--- src/rtl/gcn_coo_aggregation.sv ---
// gcn_coo_aggregation: self-looped undirected neighbourhood sum of FM*WM rows over a COO edge list
module gcn_coo_aggregation #(
   parameter int NUM_OF_NODES    = 6,
   parameter int WEIGHT_COLS     = 3,
   parameter int DOT_PROD_WIDTH  = 16,
   parameter int COO_NUM_OF_COLS = 6,
   parameter int COO_BW          = $clog2(COO_NUM_OF_COLS),
   parameter int ROW_BW          = $clog2(NUM_OF_NODES)
) (
   input  logic                                               clk,
   input  logic                                               reset,
   input  logic                                               start,
   input  logic [WEIGHT_COLS*DOT_PROD_WIDTH-1:0]              fm_wm_row_in,
   output logic [ROW_BW-1:0]                                  fm_wm_row_addr,
   input  logic [2*COO_BW-1:0]                                coo_in,
   output logic [COO_BW-1:0]                                  coo_address,
   output logic [NUM_OF_NODES*WEIGHT_COLS*DOT_PROD_WIDTH-1:0] agg_out,
   output logic                                               done
);
   localparam int RW = WEIGHT_COLS*DOT_PROD_WIDTH;
   typedef enum logic [2:0] {IDLE, INIT, FETCH, ADD_A, ADD_B, DONE} state_t;
   state_t r_state;
   logic [RW-1:0] r_agg [NUM_OF_NODES];
   logic [ROW_BW-1:0] r_src, r_dst;
   logic [COO_BW-1:0] w_src, w_dst;
   logic [ROW_BW-1:0] w_src_row, w_dst_row, w_tgt;
   logic w_valid, w_edge_end, w_last;
   logic [RW-1:0] w_sum;
   assign w_src      = coo_in[2*COO_BW-1 -: COO_BW];
   assign w_dst      = coo_in[COO_BW-1:0];
   assign w_src_row  = ROW_BW'(w_src - COO_BW'(1));
   assign w_dst_row  = ROW_BW'(w_dst - COO_BW'(1));
   assign w_valid    = w_src != '0 && w_dst != '0 && 32'(w_src) <= NUM_OF_NODES && 32'(w_dst) <= NUM_OF_NODES;
   assign w_edge_end = (r_state == FETCH && !w_valid) || (r_state == ADD_A && r_src == r_dst) || r_state == ADD_B;
   assign w_last     = coo_address == COO_BW'(COO_NUM_OF_COLS-1);
   assign w_tgt      = (r_state == ADD_A) ? r_dst : r_src;
   // element-wise wrapping add of the fetched row onto the row being accumulated
   always_comb begin
      w_sum = '0;
      for (int c = 0; c < WEIGHT_COLS; c++)
         w_sum[c*DOT_PROD_WIDTH +: DOT_PROD_WIDTH] = r_agg[w_tgt][c*DOT_PROD_WIDTH +: DOT_PROD_WIDTH] + fm_wm_row_in[c*DOT_PROD_WIDTH +: DOT_PROD_WIDTH];
   end
   // control FSM: seed rows with their own FM*WM row, then walk the edge list accumulating both endpoints
   always_ff @(posedge clk or posedge reset) begin
      if (reset) begin
         r_state        <= IDLE;
         fm_wm_row_addr <= '0;
         coo_address    <= '0;
         done           <= 1'b0;
         r_src          <= '0;
         r_dst          <= '0;
         for (int n = 0; n < NUM_OF_NODES; n++) r_agg[n] <= '0;
      end else begin
         case (r_state)
            IDLE: if (start) begin
               r_state        <= INIT;
               fm_wm_row_addr <= '0;
            end
            INIT: begin
               r_agg[fm_wm_row_addr] <= fm_wm_row_in;
               if (32'(fm_wm_row_addr) == NUM_OF_NODES-1) begin
                  r_state     <= FETCH;
                  coo_address <= '0;
               end else fm_wm_row_addr <= fm_wm_row_addr + ROW_BW'(1);
            end
            FETCH: begin
               r_src <= w_src_row;
               r_dst <= w_dst_row;
               if (w_valid) begin
                  fm_wm_row_addr <= w_src_row;
                  r_state        <= ADD_A;
               end
            end
            ADD_A: begin
               r_agg[r_dst] <= w_sum;
               if (r_src != r_dst) begin
                  fm_wm_row_addr <= r_dst;
                  r_state        <= ADD_B;
               end
            end
            ADD_B: r_agg[r_src] <= w_sum;
            DONE: if (!start) begin
               r_state <= IDLE;
               done    <= 1'b0;
            end
            default: r_state <= IDLE;
         endcase
         if (w_edge_end) begin
            if (w_last) begin
               r_state <= DONE;
               done    <= 1'b1;
            end else begin
               coo_address <= coo_address + COO_BW'(1);
               r_state     <= FETCH;
            end
         end
      end
   end
   for (genvar n = 0; n < NUM_OF_NODES; n++) begin : g_out
      assign agg_out[(NUM_OF_NODES-1-n)*RW +: RW] = r_agg[n];
   end
endmodule

--- config.mk ---
export PLATFORM = sky130hd
export DESIGN_NAME = gcn_coo_aggregation
export DESIGN_NICKNAME = d
export VERILOG_FILES = /design/src/rtl/gcn_coo_aggregation.sv
export SDC_FILE = /design/constraint.sdc
export NUM_CORES = 2
export LEC_CHECK = 0
export BUFFER_PORTS_ARGS = -buffer_cell sky130_fd_sc_hd__buf_4
export CORE_MARGIN = 4
export CORE_UTILIZATION = 30
export CTS_CLUSTER_SIZE = 24
export DETAILED_ROUTE_END_ITERATION = 12
export PLACE_DENSITY = 0.6
export SLEW_MARGIN = 15
export SYNTH_ARGS = -nofsm -noshare
export SYNTH_HDL_FRONTEND = slang
export SYNTH_SLANG_ARGS = --single-unit
--- constraint.sdc ---
create_clock -name clk -period 16.7 [get_ports clk]
set_input_delay 3.34 -clock clk [delete_from_list [all_inputs] [get_ports clk]]
set_output_delay 3.34 -clock clk [all_outputs]
set_load 0.01 [all_outputs]
==> run summary <==
Summing over every cut layer, the via total after detailed routing is 19,600. The finished cells cover 0.0229 mm^2. Static timing analysis puts the maximum clock frequency at 0.160 GHz.

The count of flip-flops with a built-in enable after synthesis is 0. The H-tree was split into 2 levels. During I/O placement, the number of pins put on the boundary was 352. The total congestion overflow came out at 0. The cell area after placement is 0.0215 mm^2.

The kind of critical path is flip-flop to flip-flop. The TritonCTS clock tree is done. The number of pins exceeding their max-slew limit in the final report is 0. Walking the worst path, the cells encountered are nand3b_1 > mux2i_4 > nand2_2 > buf_4 > o22ai_1 > ha_1 > a21oi_1 > o21ai_0 > nor3_1 > a21oi_1 > or4_1 > a31oi_1 > xnor2_1 > o21ai_0. The die boundary height came out at 254 um. The tightest slew margin relative to the limit is 0.231.

Among all stages on the critical path, the largest delay is contributed by sky130_fd_sc_hd__nand3b_1. The clock sink count came out at 304. Clock latency on the worst-skew pair, taken at its later pin, is 0.56 ns. The signal arrival time at the worst endpoint is 6.66 ns. Counting flops with an async set or reset pin after synthesis yields a share of 1.00. The tree is rooted in a sky130_fd_sc_hd__clkbuf_16. The CTS clock-pin slew for the worst setup and hold paths is 0.06 ns. Sorting the synthesized cells by area gives the leading types as sky130_fd_sc_hd__dfrtp_1 42%, sky130_fd_sc_hd__nand2_1 9.3%, sky130_fd_sc_hd__o21ai_0 8.0%. The sequential share of the synthesized area came out at 0.419.

The layout cell share with drive strength beyond 1 came out at 0.203. The total of fill cells in the finished design is 5,998. Setup repair after global routing left no endpoint under its margin. The slew at the pin closest to its max-slew limit is 1.15 ns.

The total detailed-routing wirelength came out at 91.9 mm. Adding up every negative setup slack in the final design gives 0 ns. In the post-route analysis, the smallest setup slack over all paths is 10.44 ns. The count of synthesis-stage warnings from yosys is 0.

After floorplanning, the core was divided into 89 placement rows. The cell type with the highest aggregate area in the netlist is sky130_fd_sc_hd__dfrtp_1. Broken down by cell family, the worst path's largest delay share belongs to simple AND/OR/NAND/NOR gates.

The number of gates resized after cts is 0. For the worst setup path, the data required time is 17.10 ns. The final routed DRC violation total came out at 0. For this run, the leading register cell type out of synthesis is sky130_fd_sc_hd__dfrtp_1.

The post-layout net count came out at 2,520. The first detailed-routing pass took 9 iterations. The fraction of synthesized cell area taken by the top area cell type came out at 0.419. The congestion estimate from routability-driven global placement came to 0.907.

Ranked by instance count, the synthesized netlist is headed by 451 x sky130_fd_sc_hd__nand2_1, 304 x sky130_fd_sc_hd__dfrtp_1, 289 x sky130_fd_sc_hd__o21ai_0, 146 x sky130_fd_sc_hd__a22oi_1, 121 x sky130_fd_sc_hd__clkbuf_1. The largest incremental delay on the critical path came out at 0.77 ns. The count of maximum capacitance violations came out at 0.

The initial DRC count is 2,405. The buffer levels on the longest clock path came out at 3. The synthesized area divided by synthesized cell count is 8.52 um^2. The pin count of the biggest net entering global routing is 112. Hold repair after CTS inserted 0 buffers.

The area added between synthesis and finish came out at 26.2%. STA classifies the critical path endpoint as a flip-flop. The class of the tightest hold or removal check is flip-flop to flip-flop. The width of the chip came out at 254 um. sky130_fd_sc_hd__nand2_1 is the most common cell in the netlist.

The worst-case IR drop observed on VDD is 0.179 mV. The number of storage elements in the synthesis netlist is 304. The initial core utilization came out at 0.305. The area taken by flip-flops and latches is 0.00761 mm^2. The number of antenna violations at the first check in global routing came to 2. The ratio of final minimum period to clock period is 0.375. The pre-CTS setup slack came out at 10.18 ns.

The total count of hold-check failures in the final report is 0. The area of the die is 0.0645 mm^2. The top fanout value on the critical path came out at 26. The number of cells produced by synthesis is 2,131. The total CTS buffers is 38.

The synthesized cell area came out at 0.0181 mm^2. The startpoint class of the critical path is a flip-flop. The net count after synthesis is 2,257.

The area of the core region came out at 0.0595 mm^2. The footprint of the multi-input gates is 0.00990 mm^2. The final setup violation count came out at 0. The via density per instance is 6.13. The post-detailed-route count of antenna-violating nets is 0. The clock skew is 0.0130 ns.

The number of global-route vias before repair was 18,800. The run finished with clean final reports. The final critical path time including I/O delays and setup came out at 6.26 ns.

Yosys mapped the design onto 65 distinct sky130hd cell types. The critical path buffer and inverter count is 1. Dividing total power by cell area gives a power density of 257 mW/mm^2.

The setup fix buffers added after clock tree synthesis is 0. Across every metal layer, demand over resource in global routing totals 0.273. In the final routed layout, each cell accounts on average for 28.7 um. The wire length of the first global-routing pass is 131 mm. The leakage dissipation is 10.4 nW. The half-perimeter wire length after placement came out at 59.5 mm. The number of I/O port buffers is 351.
-- cell families after synthesis --
logic type               synth area share
multiplexers                       0.0356
buffers and inverters              0.0450
adder cells (fa/ha/maj)            0.0488
AND/OR/NAND/NOR                     0.154
XOR/XNOR                           0.0232
AO/OA/AOI/OAI                       0.275
flip-flops                          0.419
-- path summary, 6_finish.rpt --
path / from / to / slack, ns / cells past startpoint
max in group asynchronous: reset / asynchronous set/reset pin / 11.38 / 4
min reg2reg: flip-flop / flip-flop / 0.51 / 2
max reg2reg: r_state[1] / flip-flop / 10.44 / 14
min: flip-flop / flip-flop / 0.51 / 2
max: r_state[1] / flip-flop / 10.44 / 14
min in group asynchronous: reset / asynchronous set/reset pin / 2.90 / 2
-- layer usage --
layer | track usage | wire (um) | vias to the layer above
met3 | 0.0651 | 9800 | 250
li1 | - | - | 8310
met4 | 0.123 | 4350 | 0
met5 | 0 | 0 | -
met2 | 0.432 | 41500 | 1347
met1 | 0.355 | 36200 | 9691
-- stage by stage --
| stage | util | hold WS, ns | power (W) | cells |
|---|---|---|---|---|
| 2_1_floorplan | - | 0.525 | 0.00338 | 2131 |
| 5_1_grt | 0.385 | 0.527 | 0.00619 | 3197 |
| 3_3_place_gp | 0.362 | 0.491 | 0.00484 | 3127 |
| 4_1_cts | 0.385 | 0.509 | 0.00582 | 3196 |
| 6_report | 0.385 | 0.507 | 0.00588 | 3198 |
| 3_5_place_dp | 0.362 | 0.496 | 0.00490 | 3127 |
-- worst reg2reg max path: stages, from the launching register on --
cell	delay, ns
sky130_fd_sc_hd__dfrtp_1	0.73
sky130_fd_sc_hd__nand3b_1	0.77
sky130_fd_sc_hd__mux2i_4	0.48
sky130_fd_sc_hd__nand2_2	0.53
sky130_fd_sc_hd__buf_4	0.54
sky130_fd_sc_hd__o22ai_1	0.20
sky130_fd_sc_hd__ha_1	0.36
sky130_fd_sc_hd__a21oi_1	0.25
sky130_fd_sc_hd__o21ai_0	0.15
sky130_fd_sc_hd__nor3_1	0.66
sky130_fd_sc_hd__a21oi_1	0.21
sky130_fd_sc_hd__or4_1	0.45
sky130_fd_sc_hd__a31oi_1	0.31
sky130_fd_sc_hd__xnor2_1	0.28
sky130_fd_sc_hd__o21ai_0	0.17
-- final cells by class --
| cell class | instances | share of cell area |
|---|---|---|
| flip-flops and latches | 304 | 0.332 |
| multi-input cells | 1618 | 0.432 |
| repair buffers | 384 | 0.126 |
| diodes | 2 | 0.000218 |
| inverters | 48 | 0.00819 |
| clock buffers | 56 | 0.0494 |
| well taps | 773 | 0.0422 |
| clock inverters | 13 | 0.00950 |
-- placed cells by master, fill, tap and decap left out, drive strengths merged, types with 11 or more instances in the layout --
cell type	synthesis	final
a21oi	90	90
a221o	11	11
a222oi	20	20
a22o	36	36
a22oi	146	146
a32oi	22	22
and2	11	11
buf	40	384
clkbuf	121	56
dfrtp	304	304
ha	66	66
inv	48	48
mux2i	52	52
nand2	451	451
nand2b	17	17
nand3	59	59
nor2	84	84
nor3	14	14
o21ai	293	293
o221ai	30	30
o22ai	49	49
xnor2	24	24
xor2	24	24
-- where the power goes --
group | total [W] | switching, W | internal [W]
sequential | 0.00142 | 0.000371 | 0.00105
clock | 0.000908 | 0.000345 | 0.000563
combinational | 0.00356 | 0.00234 | 0.00122
total | 0.00588 | 0.00306 | 0.00283
(Power assumes the default switching activity.)
